### src/rtl/cbus_ch_rd_if.sv
// CBUS channel-buffer read bus between the channel-end reader (master) and the MB buffer (slave).
interface cbus_ch_rd_if;
    logic [6:0]  ch_buf_adr_h;
    logic        cbus_req_h;
    logic        cbus_ack_h;
    logic [0:35] cbus_d_re_h;
    logic [1:0]  cbus_par_re_h;

    modport master (
        output ch_buf_adr_h,
        output cbus_req_h,
        input  cbus_ack_h,
        input  cbus_d_re_h,
        input  cbus_par_re_h
    );

    modport slave (
        input  ch_buf_adr_h,
        input  cbus_req_h,
        output cbus_ack_h,
        output cbus_d_re_h,
        output cbus_par_re_h
    );
endinterface

### src/rtl/cbus_ch_rd.sv
// Channel-end CBUS reader: fetches a block of 36-bit words from the MB channel buffer into a FIFO.
// Optional half-word parity checking is enabled by defining CBUS_PAR_CHK_EN.
module cbus_ch_rd #(
    parameter int unsigned FIFO_DEPTH  = 4,
    parameter int unsigned ACK_TIMEOUT = 31
) (
    input  logic              clk_ch_h,
    input  logic              mr_reset_h,
    input  logic              start_h,
    input  logic [6:0]        start_adr_h,
    input  logic [7:0]        word_cnt_h,
    input  logic              ch_reverse_h,
    input  logic              abort_h,
    output logic              busy_h,
    output logic              done_h,
    cbus_ch_rd_if.master      cbus,
    output logic [0:35]       dev_data_h,
    output logic              dev_valid_h,
    input  logic              dev_rdy_h,
    output logic              par_err_h,
    output logic              nxm_err_h
);

    localparam int unsigned PTR_W = (FIFO_DEPTH > 1) ? $clog2(FIFO_DEPTH) : 1;
    localparam int unsigned CNT_W = PTR_W + 1;
    localparam int unsigned TMO_W = $clog2(ACK_TIMEOUT + 1);

    typedef enum logic [1:0] {IDLE = 2'd0, REQ = 2'd1, DRAIN = 2'd2, ERR = 2'd3} state_e;

    state_e             state_q, state_d;
    logic [6:0]         adr_q, adr_d;
    logic [8:0]         wcnt_q, wcnt_d;
    logic               rev_q, rev_d;
    logic [TMO_W-1:0]   tmo_q, tmo_d;
    logic               busy_q, busy_d;
    logic               done_q, done_d;
    logic               req_q, req_d;
    logic               valid_q, valid_d;
    logic               par_err_q, par_err_d;
    logic               nxm_err_q, nxm_err_d;
    logic [PTR_W-1:0]   wr_ptr_q, wr_ptr_d;
    logic [PTR_W-1:0]   rd_ptr_q, rd_ptr_d;
    logic [CNT_W-1:0]   fcnt_q, fcnt_d;
    logic [0:35]        mem_q [FIFO_DEPTH];
    logic [0:35]        mem_d [FIFO_DEPTH];

    logic push, pop, flush, par_bad, drain_empty;

    // Each half plus its parity bit must carry an odd number of ones.
`ifdef CBUS_PAR_CHK_EN
    assign par_bad = ~(^{cbus.cbus_d_re_h[0:17],  cbus.cbus_par_re_h[1]}) |
                     ~(^{cbus.cbus_d_re_h[18:35], cbus.cbus_par_re_h[0]});
`else
    logic unused_par;
    assign unused_par = ^cbus.cbus_par_re_h;
    assign par_bad    = 1'b0;
`endif

    assign pop         = valid_q & dev_rdy_h;
    assign drain_empty = ((fcnt_q - CNT_W'(pop)) == '0);

    // Transfer sequencing and error tracking.
    always_comb begin
        state_d   = state_q;
        adr_d     = adr_q;
        wcnt_d    = wcnt_q;
        rev_d     = rev_q;
        tmo_d     = tmo_q;
        par_err_d = par_err_q;
        nxm_err_d = nxm_err_q;
        done_d    = 1'b0;
        push      = 1'b0;
        flush     = 1'b0;
        case (state_q)
            IDLE: begin
                if (start_h) begin
                    state_d   = REQ;
                    adr_d     = start_adr_h;
                    wcnt_d    = (word_cnt_h == 8'd0) ? 9'd256 : {1'b0, word_cnt_h};
                    rev_d     = ch_reverse_h;
                    tmo_d     = '0;
                    par_err_d = 1'b0;
                    nxm_err_d = 1'b0;
                end
            end
            REQ: begin
                if (req_q && cbus.cbus_ack_h) begin
                    push   = 1'b1;
                    adr_d  = rev_q ? (adr_q - 7'd1) : (adr_q + 7'd1);
                    wcnt_d = wcnt_q - 9'd1;
                    tmo_d  = '0;
                    if (par_bad) par_err_d = 1'b1;
                    if (wcnt_q == 9'd1) state_d = DRAIN;
                end else if (req_q) begin
                    if (tmo_q == TMO_W'(ACK_TIMEOUT - 1)) begin
                        nxm_err_d = 1'b1;
                        state_d   = ERR;
                        flush     = 1'b1;
                    end else begin
                        tmo_d = tmo_q + TMO_W'(1);
                    end
                end
            end
            DRAIN: begin
                if (drain_empty) begin
                    done_d  = 1'b1;
                    state_d = IDLE;
                end
            end
            ERR: begin
                flush   = 1'b1;
                done_d  = 1'b1;
                state_d = IDLE;
            end
            default: state_d = IDLE;
        endcase
        // Abort cancels silently; errors already latched are kept.
        if (abort_h && (state_q != IDLE)) begin
            state_d   = IDLE;
            flush     = 1'b1;
            push      = 1'b0;
            done_d    = 1'b0;
            par_err_d = par_err_q;
            nxm_err_d = nxm_err_q;
        end
    end

    // FIFO pointers/storage and the registered views derived from next state.
    always_comb begin
        wr_ptr_d = wr_ptr_q;
        rd_ptr_d = rd_ptr_q;
        fcnt_d   = fcnt_q;
        mem_d    = mem_q;
        if (flush) begin
            wr_ptr_d = '0;
            rd_ptr_d = '0;
            fcnt_d   = '0;
        end else begin
            if (push) begin
                mem_d[wr_ptr_q] = cbus.cbus_d_re_h;
                wr_ptr_d        = wr_ptr_q + PTR_W'(1);
            end
            if (pop) rd_ptr_d = rd_ptr_q + PTR_W'(1);
            fcnt_d = fcnt_q + CNT_W'(push) - CNT_W'(pop);
        end
        req_d   = (state_d == REQ) && (fcnt_d < CNT_W'(FIFO_DEPTH));
        busy_d  = (state_d != IDLE);
        valid_d = (fcnt_d != '0);
    end

    always_ff @(posedge clk_ch_h) begin
        if (mr_reset_h) begin
            state_q   <= IDLE;
            adr_q     <= '0;
            wcnt_q    <= '0;
            rev_q     <= 1'b0;
            tmo_q     <= '0;
            busy_q    <= 1'b0;
            done_q    <= 1'b0;
            req_q     <= 1'b0;
            valid_q   <= 1'b0;
            par_err_q <= 1'b0;
            nxm_err_q <= 1'b0;
            wr_ptr_q  <= '0;
            rd_ptr_q  <= '0;
            fcnt_q    <= '0;
            mem_q     <= '{default: '0};
        end else begin
            state_q   <= state_d;
            adr_q     <= adr_d;
            wcnt_q    <= wcnt_d;
            rev_q     <= rev_d;
            tmo_q     <= tmo_d;
            busy_q    <= busy_d;
            done_q    <= done_d;
            req_q     <= req_d;
            valid_q   <= valid_d;
            par_err_q <= par_err_d;
            nxm_err_q <= nxm_err_d;
            wr_ptr_q  <= wr_ptr_d;
            rd_ptr_q  <= rd_ptr_d;
            fcnt_q    <= fcnt_d;
            mem_q     <= mem_d;
        end
    end

    assign busy_h            = busy_q;
    assign done_h            = done_q;
    assign cbus.ch_buf_adr_h = adr_q;
    assign cbus.cbus_req_h   = req_q;
    assign dev_data_h        = mem_q[rd_ptr_q];
    assign dev_valid_h       = valid_q;
    assign par_err_h         = par_err_q;
    assign nxm_err_h         = nxm_err_q;

endmodule

### src/flat_wrapper.sv
// flat-port wrapper written by rule: the top's interface ports become plain ports
module cbus_ch_rd_flat 
#(
    parameter int unsigned FIFO_DEPTH  = 4,
    parameter int unsigned ACK_TIMEOUT = 31
)
  (clk_ch_h, mr_reset_h, start_h, start_adr_h, word_cnt_h, ch_reverse_h, abort_h, busy_h, done_h, dev_data_h, dev_valid_h, dev_rdy_h, par_err_h, nxm_err_h, cbus_ch_buf_adr_h, cbus_cbus_req_h, cbus_cbus_ack_h, cbus_cbus_d_re_h, cbus_cbus_par_re_h);
  cbus_ch_rd_if cbus_i ();
  input  logic clk_ch_h;
  input  logic mr_reset_h;
  input  logic start_h;
  input  logic [6:0] start_adr_h;
  input  logic [7:0] word_cnt_h;
  input  logic ch_reverse_h;
  input  logic abort_h;
  output logic busy_h;
  output logic done_h;
  output logic [0:35] dev_data_h;
  output logic dev_valid_h;
  input  logic dev_rdy_h;
  output logic par_err_h;
  output logic nxm_err_h;
  output wire logic [$bits(cbus_i.ch_buf_adr_h)-1:0] cbus_ch_buf_adr_h;
  output wire logic [$bits(cbus_i.cbus_req_h)-1:0] cbus_cbus_req_h;
  input wire logic [$bits(cbus_i.cbus_ack_h)-1:0] cbus_cbus_ack_h;
  input wire logic [$bits(cbus_i.cbus_d_re_h)-1:0] cbus_cbus_d_re_h;
  input wire logic [$bits(cbus_i.cbus_par_re_h)-1:0] cbus_cbus_par_re_h;
  assign cbus_ch_buf_adr_h = cbus_i.ch_buf_adr_h;
  assign cbus_cbus_req_h = cbus_i.cbus_req_h;
  assign cbus_i.cbus_ack_h = cbus_cbus_ack_h;
  assign cbus_i.cbus_d_re_h = cbus_cbus_d_re_h;
  assign cbus_i.cbus_par_re_h = cbus_cbus_par_re_h;
  cbus_ch_rd #(.FIFO_DEPTH(FIFO_DEPTH), .ACK_TIMEOUT(ACK_TIMEOUT)) u_core (.clk_ch_h(clk_ch_h), .mr_reset_h(mr_reset_h), .start_h(start_h), .start_adr_h(start_adr_h), .word_cnt_h(word_cnt_h), .ch_reverse_h(ch_reverse_h), .abort_h(abort_h), .busy_h(busy_h), .done_h(done_h), .cbus(cbus_i), .dev_data_h(dev_data_h), .dev_valid_h(dev_valid_h), .dev_rdy_h(dev_rdy_h), .par_err_h(par_err_h), .nxm_err_h(nxm_err_h));
endmodule
### config.mk
export PLATFORM = sky130hd
export DESIGN_NAME = cbus_ch_rd_flat
export DESIGN_NICKNAME = d
export VERILOG_FILES = /design/src/rtl/cbus_ch_rd_if.sv /design/src/rtl/cbus_ch_rd.sv /design/src/flat_wrapper.sv
export SDC_FILE = /design/constraint.sdc
export NUM_CORES = 1
export LEC_CHECK = 0
export BUFFER_PORTS_ARGS = -buffer_cell sky130_fd_sc_hd__buf_4
export CORE_MARGIN = 2
export CORE_UTILIZATION = 60
export CTS_CLUSTER_DIAMETER = 40
export CTS_CLUSTER_SIZE = 25
export DETAILED_ROUTE_END_ITERATION = 7
export PLACE_DENSITY = 0.83
export SLEW_MARGIN = 20
export SYNTH_ARGS = -nofsm -noshare
export SYNTH_HDL_FRONTEND = slang
export SYNTH_SLANG_ARGS = --single-unit
### constraint.sdc
create_clock -name clk_ch_h -period 3.8 [get_ports clk_ch_h]
set_input_delay 0.19 -clock clk_ch_h [delete_from_list [all_inputs] [get_ports clk_ch_h]]
set_output_delay 0.19 -clock clk_ch_h [all_outputs]
set_load 0.02 [all_outputs]
==> results of run 1 <==
==> registers in the layout, summed over array words and instances (netlist names) <==
signal	cells
u_core.nxm_err_h	1
u_core.cbus.cbus_req_h	1
u_core.tmo_q	5
u_core.rev_q	1
u_core.rd_ptr_q	2
u_core.mem_q	144
u_core.busy_h	1
u_core.fcnt_q	3
u_core.wcnt_q	9
u_core.done_h	1
u_core.state_q	2
u_core.wr_ptr_q	2
u_core.dev_valid_h	1
u_core.cbus.ch_buf_adr_h	7
==> worst reg2reg max path: stages, from the launching register on <==
cell and delay (ps):
dfxtp_1 430, nand2b_1 210, nor3_1 160, buf_4 210, and2_1 650, buf_4 410, nand2_1 110, a21oi_1 190
==> cell families (layout without fill, tap and decap cells) <==
kind of cell | count (synthesis) | after routing
compound gates | 213 | 213
xor+xnor | 12 | 12
fa+ha+maj | 16 | 16
buf+inv | 83 | 169
flops | 180 | 180
mux | 37 | 37
other cells | 1 | 1
simple gates | 387 | 387
==> report_power, final <==
part	internal (mW)	total, mW	leakage [nW]	switching [mW]
Clock	1.21	1.92	0.319	0.708
Sequential	1.93	2.00	1.46	0.0636
Combinational	0.204	0.470	1.62	0.265
Total	3.35	4.39	3.39	1.04
==> routing by layer <==
| metal | wire [um] | up-vias | part of all wire |
|---|---|---|---|
| met5 | 0 | - | 0 |
| met4 | 221 | 0 | 0.011 |
| met3 | 973 | 17 | 0.051 |
| met2 | 10000 | 205 | 0.52 |
| met1 | 8030 | 3318 | 0.42 |
| li1 | - | 3308 | - |
==> worst paths after layout <==
kind	start	endpoint	slack, ps	cells past startpoint
setup reg to reg	u_core.state_q[1]	u_core.mem_q[93]	1340	7
setup / recovery	u_core.state_q[1]	u_core.mem_q[93]	1340	7
hold reg to reg	u_core.mem_q[16]	u_core.mem_q[16]	450	2
hold / removal	ch_reverse_h	u_core.rev_q	20	3
==> layout make-up <==
class | count | area [sq um]
Fill cell | 974 | 3350
Timing Repair Buffer | 123 | 938
Sequential cell | 180 | 3610
Multi-Input combinational cell | 666 | 3910
Clock buffer | 21 | 470
Inverter | 15 | 56.3
Clock inverter | 10 | 178
Tap cell | 172 | 215
==> cells in the final DEF (no fill, tap or decap), types with 2 or more instances in the layout <==
| cell type | count |
|---|---|
| o41ai_1 | 2 |
| mux4_2 | 36 |
| clkbuf_16 | 17 |
| nand4_1 | 4 |
| nand2_1 | 307 |
| xnor2_1 | 5 |
| clkinv_2 | 4 |
| nand3_1 | 6 |
| and2_1 | 4 |
| or3b_2 | 2 |
| ha_1 | 14 |
| nor2_1 | 28 |
| a211oi_1 | 10 |
| a22oi_1 | 2 |
| nand2b_1 | 2 |
| a21oi_1 | 164 |
| dfxtp_1 | 178 |
| bufinv_16 | 5 |
| or2_2 | 2 |
| fa_1 | 2 |
| clkbuf_8 | 3 |
| a22o_1 | 2 |
| and3_1 | 2 |
| dfxtp_2 | 2 |
| o21ai_0 | 14 |
| inv_1 | 15 |
| and4_1 | 2 |
| xor2_1 | 7 |
| buf_4 | 121 |
| a31oi_1 | 5 |
| or4_4 | 2 |
| nor2b_1 | 4 |
| nor3_1 | 14 |
| nor4_1 | 3 |
| a21o_1 | 2 |
==> per-stage QoR <==
stage / area, sq um / power [mW] / std cells
floorplan: 7850 / 2.32 / 929
global placement: 8710 / 2.49 / 1155
detailed placement: 8710 / 2.50 / 1155
CTS: 9370 / 4.40 / 1187
global route: 9370 / 4.52 / 1187
finish: 9370 / 4.39 / 1187
==> what timing repair did <==
| item | CTS | global route |
|---|---|---|
| hold endpoints to repair | 1 | 0 |
| hold buffers | 1 | 0 |
| gates resized for setup | 0 | 0 |
==> qor.yml, run 1 <==
p_leak_nw: 3.39
synth_top_area_cell: "dfxtp_1"
dp_slack_ps: 1450
fmax_ghz: 0.406
path_max_fanout: 19
grt_setup_unrepaired: "no"
cp_slowest_cell: "and2_1"
antenna_found_initial: 0
vias: 6848
relSlewSlack: 0.388
utilization: 0.737
clockRootBuffer: "clkbuf_16"
htree_levels: 4
io_pins: 109
critPathArrivalTime_ps: 2800
gp_congestion: 0.763
drcViolationCount: 0
cp_data_required_time_ps: 4130
synth_fp_nets: 1005
drv_slew: 0
area_growth_pct: 19.4
netlist_instances: 929
cts_buffer_depth: 2
cp_common_cell: "buf_4"
core_sq_um: 12700
cp-start-kind: "register"
postCtsSetupBuffers: 0
busiest_layer: "met2"
ys_ff_latch: 180
io_buffers: 105
hold_viol: 0
numCtsBuffers: 17
hold_slack_ps: 24.3
clock_skew_ps: 7.70
diodes: 0
synth_top_family_by_area: "simple AND/OR/NAND/NOR gates"
dp_hpwl_um: 11600
drt_pre_antenna_iters: 5
cts_sinks: 180
yosys_warnings: 0
max_slew.worst_pin.slew_ps: 916
drive_gt1_frac: 0.196
synth-xor-area-share: 0.0134
path_class: "reg2reg"
slowest_delay_ps: 650
cap_viol_max_count: 0
critical_path.cell_chain: "nand2b_1 > nor3_1 > buf_4 > and2_1 > buf_4 > nand2_1 > a21oi_1"
met2_usage: 0.490
crit_path_end_kind: "register"
hold_class: "in2reg"
gr-total-overflow: 0
path_buf_inv: 2
grtUsageMet1: 0.337
clkTransAtPathRegs_ps: 60
finalSetupTns_ps: 0
ys_async_sr_fraction: 0
muxShareOfSynthArea: 0.105
synth_ff_type: "dfxtp_1"
num_rows: 41
grt_max_degree: 87
grt_pass1_vias: 6426
yosysSeqAreaShare: 0.459
synth_area_leaders: "dfxtp_1 46%, nand2_1 15%, a21oi_1 10%"
synth_area_per_cell_sq_um: 8.45
syn_area_sq_um: 7850
clkLatencyLatePin_ps: 430
synth_adder_area_share: 0.0274
synth.most_common_cell: "nand2_1"
nets: 1079
power_density_nw_per_um2: 468
wl_per_cell_um: 16.2
start_util: 0.617
synth_compound_area_frac: 0.149
synth_edf_count: 0
synth-simple-area-share: 0.203
cts_tree: "done"
netlist.area_leader.share: 0.459
grt_pass1_wl_um: 31400
grtUsageTotal: 0.278
outcome: "complete, no violations"
fin_crit_sh: 0.648
fin_ws_ps: 1340
routed_wl_um: 19300
layout_min_cycle_time_ps: 2460
crit_family: "simple AND/OR/NAND/NOR gates"
synth_common_cells: "307 x nand2_1, 180 x dfxtp_1, 164 x a21oi_1, 46 x clkbuf_1, 36 x mux4_2"
finalSetupViolations: 0
ir_drop_mv: 0.321
die_y_um: 118
dr.first_iter.drc_count: 779
design.die.area_sq_um: 14000
die_w_um: 118
yosys.cell_types.count: 53
grtUsageMet3: 0.0565
ant_nets: 0
via_per_inst: 5.77
Note: power is estimated with default switching activity, not from simulation.
==> run 2: changes to the inputs <==
--- a/config.mk
+++ b/config.mk
@@ -7,11 +7,11 @@
 export LEC_CHECK = 0
 export BUFFER_PORTS_ARGS = -buffer_cell sky130_fd_sc_hd__buf_4
 export CORE_MARGIN = 2
-export CORE_UTILIZATION = 60
+export CORE_UTILIZATION = 52
 export CTS_CLUSTER_DIAMETER = 40
 export CTS_CLUSTER_SIZE = 25
 export DETAILED_ROUTE_END_ITERATION = 7
-export PLACE_DENSITY = 0.83
+export PLACE_DENSITY = 0.76
 export SLEW_MARGIN = 20
 export SYNTH_ARGS = -nofsm -noshare
 export SYNTH_HDL_FRONTEND = slang
==> constraint.sdc (replaced) <==
create_clock -name clk_ch_h -period 2.2 [get_ports clk_ch_h]
set_input_delay 0.11 -clock clk_ch_h [delete_from_list [all_inputs] [get_ports clk_ch_h]]
set_output_delay 0.11 -clock clk_ch_h [all_outputs]
set_load 0.02 [all_outputs]
==> qor.yml, run 2 (synthesis gave the netlist of run 1 again) <==
top_register: "u_core.mem_q"
power_frac_seq: 0.459  # +0.004
combPwrFrac: 0.127  # +0.020
hold_class: "in2reg"
design.die.area_sq_um: 16100  # +15%
busiest_layer: "met2"
pwr-share-clk: 0.413  # -0.025
cts_tree: "done"
r2r_start: "u_core.cbus.cbus_req_h"
via_per_inst: 5.51  # -4.4%
grt_pass1_wl_um: 33200  # +5.7%
multi_input_area_sq_um: 3920  # +0.19%
grtUsageTotal: 0.256  # -0.0212
drcViolationCount: 0  # unchanged
fin_ws_ps: 152  # -1180 ps
ir_drop_mv: 0.561  # +75%
gp_congestion: 0.823  # +7.9%
grt_setup_unrepaired: "no"
grtUsageMet1: 0.328  # -0.00870
finalSetupViolations: 0  # unchanged
area_growth_pct: 26.9
drive_gt1_frac: 0.203  # +0.00654
r2r_end: "u_core.cbus.cbus_req_h"
cp_slowest_cell: "mux4_2"
wl_per_cell_um: 16.1  # -1.0%
io_pins: 109  # unchanged
internal-power_mw: 5.65  # +69%
nFillCells: 1226  # +26%
cp_data_required_time_ps: 2090  # -2040 ps
layout_common_cells: "307 x nand2_1, 178 x dfxtp_1, 164 x a21oi_1"
grt_pass1_vias: 6795  # +5.7%
drt_pre_antenna_iters: 5  # unchanged
path_max_fanout: 21  # +2
outcome: "complete, no violations"
io_buffers: 105  # unchanged
dr.first_iter.drc_count: 477  # -39%
htree_levels: 4  # unchanged
die_w_um: 127  # +7.2%
grt_max_degree: 81  # -6.9%
routed_wl_um: 20200  # +5.1%
p_leak_nw: 3.66  # +7.8%
dp_slack_ps: 138  # -1310 ps
clock_skew_ps: 7.24  # -0.456 ps
num_rows: 44  # +7.3%
finalSetupTns_ps: 0  # unchanged
cp-start-kind: "register"
drv_slew: 0  # unchanged
met2_usage: 0.436  # -0.0541
cap_viol_max_count: 0  # unchanged
nets: 1140  # +5.7%
dp_cells: 1185  # +2.6%
cts_sinks: 180  # unchanged
p_switching_mw: 1.82  # +76%
start_util: 0.536  # -0.0810
cts_buffer_depth: 2  # unchanged
crit_end: "dev_data_h[33]"
core_sq_um: 14600  # +15%
crit_path_end_kind: "output pin"
gr-total-overflow: 0  # unchanged
critical_path.cell_chain: "buf_12 > mux4_2 > buf_4"
ant_nets: 0  # unchanged
clockRootBuffer: "clkbuf_16"
hold_slack_ps: 51.9  # +27.6 ps
worstRegToRegCells: 8  # +1
antenna_found_initial: 0  # unchanged
largest_reg_flops: 144  # unchanged
slowest_delay_ps: 550  # -100 ps
layout_commonest_cell: "nand2_1"
power_mw: 7.47  # +70%
power_density_nw_per_um2: 750  # +60%
grtUsageMet3: 0.0515  # -0.00501
reg2reg_slack_ps: 160  # -1180 ps
path_class: "reg2out"
crit_start: "u_core.rd_ptr_q[0]"
vias: 6947  # +1.4%
clkTransAtPathRegs_ps: 60  # about the same
fin_crit_sh: 0.931
dp_hpwl_um: 12300  # +6.4%
final_cells: 1260  # +6.1%
fmax_ghz: 0.488
hold_viol: 0  # unchanged
die_y_um: 127  # +7.2%
layout_min_cycle_time_ps: 2050
critPathArrivalTime_ps: 1940  # -860 ps
numCtsBuffers: 17  # unchanged
final-seq-area_sq_um: 3610  # unchanged
clkLatencyLatePin_ps: 430  # about the same
swShare: 0.244  # +0.00750
diodes: 0  # unchanged
[run 2: cell types whose count changed in the layout (fill, tap and decap cells not counted), sizes merged]
cell | previous run | this run
buf | 122 | 140
bufinv | 5 | 3
clkinv | 4 | 5
clkinvlp | 1 | 2
dlygate4sd3 | 1 | 44
[run 2: cell type report]
cell class / instances / share of cell area
clock inverter: 10 / 0.0131
timing repair buffer: 184 / 0.156
tap: 184 / 0.0231
sequential: 180 / 0.362
multi-input combinational: 666 / 0.393
clock buffer: 21 / 0.0472
inverter: 15 / 0.00565
[run 2: power by group through the flow]
stage                     Combinational [mW]  Sequential (mW)  Clock [mW]
final                                  0.952             3.43        3.09
after floorplan                        0.511             3.50           0
after CTS                              0.935             3.43        3.12
after detailed placement               0.869             3.50           0
after global routing                    1.04             3.44        3.28
after global placement                 0.852             3.49           0
[run 2: timing repair]
action | CTS | global route
setup buffers | 0 | 0
setup endpoints to repair | 0 | 1
hold buffers | 44 | 0
hold endpoints to repair | 153 | 0
resized for setup | 0 | 1
[run 2: through the flow]
step / cell area, sq um / util
4_1_cts: 9950 / 0.680
3_3_place_gp: 8910 / 0.609
2_1_floorplan: 7850 / -
6_report: 9960 / 0.680
3_5_place_dp: 8910 / 0.609
5_1_grt: 9960 / 0.680
[run 2: metal layers]
| metal | up-vias | share of wire |
|---|---|---|
| met4 | 0 | 0.014 |
| met5 | - | 0 |
| met1 | 3283 | 0.43 |
| li1 | 3421 | - |
| met2 | 216 | 0.50 |
| met3 | 27 | 0.055 |
[run 2: worst max-delay path, delay by kind of cell, from the launching register on]
kind | cells | cell delay, ps
buf+inv | 2 | 420
flops | 1 | 540
mux | 1 | 550
[run 2: how the worst min path moves through the flow]
stage	slack [ps]	cells past startpoint	end	start
floorplan	250	2	u_core.mem_q[0]	cbus_cbus_d_re_h[0]
global placement	360	2	u_core.state_q[1]	abort_h
detailed placement	360	2	u_core.state_q[1]	abort_h
CTS	30	3	u_core.cbus.ch_buf_adr_h[1]	start_adr_h[1]
global route	70	4	u_core.rd_ptr_q[0]	dev_rdy_h
finish	50	4	u_core.rd_ptr_q[0]	dev_rdy_h
==> run 3: changes to the inputs <==
--- a/config.mk
+++ b/config.mk
@@ -6,6 +6,7 @@
 export NUM_CORES = 1
 export LEC_CHECK = 0
 export BUFFER_PORTS_ARGS = -buffer_cell sky130_fd_sc_hd__buf_4
+export CORE_ASPECT_RATIO = 0.5
 export CORE_MARGIN = 2
 export CORE_UTILIZATION = 52
 export CTS_CLUSTER_DIAMETER = 40
==> qor.yml, run 3 (synthesis gave the netlist of run 1 again) <==
postCtsSetupBuffers: 0  # unchanged
cp-start-kind: "register"
critPathArrivalTime_ps: 1950  # about the same
io_pins: 109  # unchanged
die_w_um: 178  # +40%
largest_reg_flops: 144  # unchanged
dp_slack_ps: 154  # +16.0 ps
dp_cells: 1191  # +0.51%
path_class: "reg2out"
clkTransAtPathRegs_ps: 70  # about the same
nFillCells: 1178  # -3.9%
hold_slack_ps: 44.7  # -7.21 ps
area_growth_pct: 26.1
p_leak_nw: 3.60  # -1.6%
layout_commonest_cell: "nand2_1"
hp-start: "word_cnt_h[5]"
design_area_sq_um: 9900  # -0.63%
cts_sinks: 180  # unchanged
grt_max_degree: 117  # +44%
clock_skew_ps: 11.4  # +4.19 ps
fmax_ghz: 0.485  # -0.73%
die_y_um: 90.9  # -28%
grt_pass1_wl_um: 33000  # -0.52%
r2r_start: "u_core.wcnt_q[1]"
power_density_nw_per_um2: 741  # -1.2%
drive_gt1_frac: 0.199  # -0.00410
antenna_found_initial: 0  # unchanged
r2r_end: "u_core.cbus.cbus_req_h"
outcome: "complete, no violations"
slowest_delay_ps: 560  # about the same
cp_data_required_time_ps: 2090  # about the same
cap_viol_max_count: 0  # unchanged
max_slew.worst_pin.slew_ps: 530
vias: 7023  # +1.1%
drv_slew: 0  # unchanged
crit_family: "multiplexers"
ant_nets: 0  # unchanged
grt_setup_unrepaired: "no"
relSlewSlack: 0.647
dp_hpwl_um: 11900  # -3.7%
placed_area_sq_um: 8870  # -0.48%
clkLatencyLatePin_ps: 430  # about the same
worstRegToRegCells: 6  # -2
path_buf_inv: 2  # unchanged
grt_pass1_vias: 6840  # +0.66%
dr.first_iter.drc_count: 654  # +37%
finalSetupTns_ps: 0  # unchanged
cp_slowest_cell: "mux4_2"
finalSetupViolations: 0  # unchanged
start_util: 0.537  # +0.000780
fin_crit_sh: 0.938  # +0.00685
gr-total-overflow: 0  # unchanged
io_buffers: 105  # unchanged
reg2reg_slack_ps: 190  # +30 ps
utilization: 0.677  # -0.00329
numCtsBuffers: 17  # unchanged
diodes: 0  # unchanged
drcViolationCount: 0  # unchanged
hold_viol: 0  # unchanged
critical_path.cell_chain: "buf_12 > mux4_2 > buf_4"
wl_per_cell_um: 16.0  # -0.34%
nets: 1132  # -0.70%
num_rows: 31  # -30%
htree_levels: 4  # unchanged
power_mw: 7.33  # -1.8%
final-seq-area_sq_um: 3610  # about the same
top_register: "u_core.mem_q"
layout_min_cycle_time_ps: 2060  # +15.1 ps
final_cells: 1266  # +0.48%
cts_tree: "done"
layout_common_cells: "307 x nand2_1, 177 x dfxtp_1, 164 x a21oi_1"
gp_congestion: 0.827  # +0.47%
path_max_fanout: 24  # +14%
via_per_inst: 5.55  # +0.61%
hold-path-cell-count: 3  # -1
hold_class: "in2reg"
cts_buffer_depth: 2  # unchanged
design.die.area_sq_um: 16200  # +0.37%
hold_path_end: "u_core.wcnt_q[5]"
core_sq_um: 14600  # -0.14%
multi_input_area_sq_um: 3910  # about the same
crit_path_end_kind: "output pin"
crit_start: "u_core.rd_ptr_q[1]"
drt_pre_antenna_iters: 6  # +1
grtUsageTotal: 0.255  # -0.00159
clockRootBuffer: "clkbuf_16"
ir_drop_mv: 0.490  # -13%
fin_ws_ps: 137  # -15.1 ps
routed_wl_um: 20300  # +0.14%
[run 3: changes by cell type in the layout (fill, tap and decap cells not counted), sizes merged]
| cell | before | now |
|---|---|---|
| inv | 15 | 22 |
| clkbuf | 21 | 17 |
| buf | 140 | 132 |
| clkinvlp | 2 | 1 |
| clkinv | 5 | 6 |
| bufinv | 3 | 0 |
[run 3: worst max path at each step]
stage / end / slack [ps] / cells past startpoint
floorplan: u_core.cbus.cbus_req_h / 0.08 / 9
global placement: u_core.busy_h / 230 / 7
detailed placement: u_core.cbus.cbus_req_h / 150 / 8
CTS: u_core.cbus.cbus_req_h / 110 / 8
global route: u_core.cbus.cbus_req_h / 10 / 8
finish: dev_data_h[11] / 140 / 3
[run 3: layout make-up]
cell class	instances	area share
Clock buffer	17	0.0430
Tap cell	198	0.0250
Timing Repair Buffer	176	0.151
Clock inverter	14	0.0158
Inverter	15	0.00569
Multi-Input combinational cell	666	0.395
Sequential cell	180	0.364
[run 3: report_power, final]
group          switching, mW  internal (mW)  total (mW)
Clock                   1.46           1.52        2.98
Combinational          0.508          0.431       0.939
Sequential            0.0768           3.34        3.41
Total                   2.05           5.29        7.33
[run 3: timing repair]
| action | 4_1_cts | 5_1_grt |
|---|---|---|
| endpoints found under the setup margin | 0 | 3 |
| resized for setup | 0 | 2 |
| hold endpoints to repair | 156 | 0 |
| hold buffers | 44 | 0 |
[run 3: worst register-to-register path: stages (launching register included)]
cell,delay (ps)
dfxtp_1,330
inv_1,120
ha_1,150
or3b_2,430
or4_4,430
a21bo_1,220
o221a_1,240
[run 3: layer usage]
metal | track usage | vias up | part of all wire
li1 | - | 3408 | -
met1 | 0.329 | 3350 | 0.43
met2 | 0.438 | 237 | 0.49
met3 | 0.0467 | 28 | 0.058
met4 | 0.0717 | 0 | 0.015
met5 | 0 | - | 0
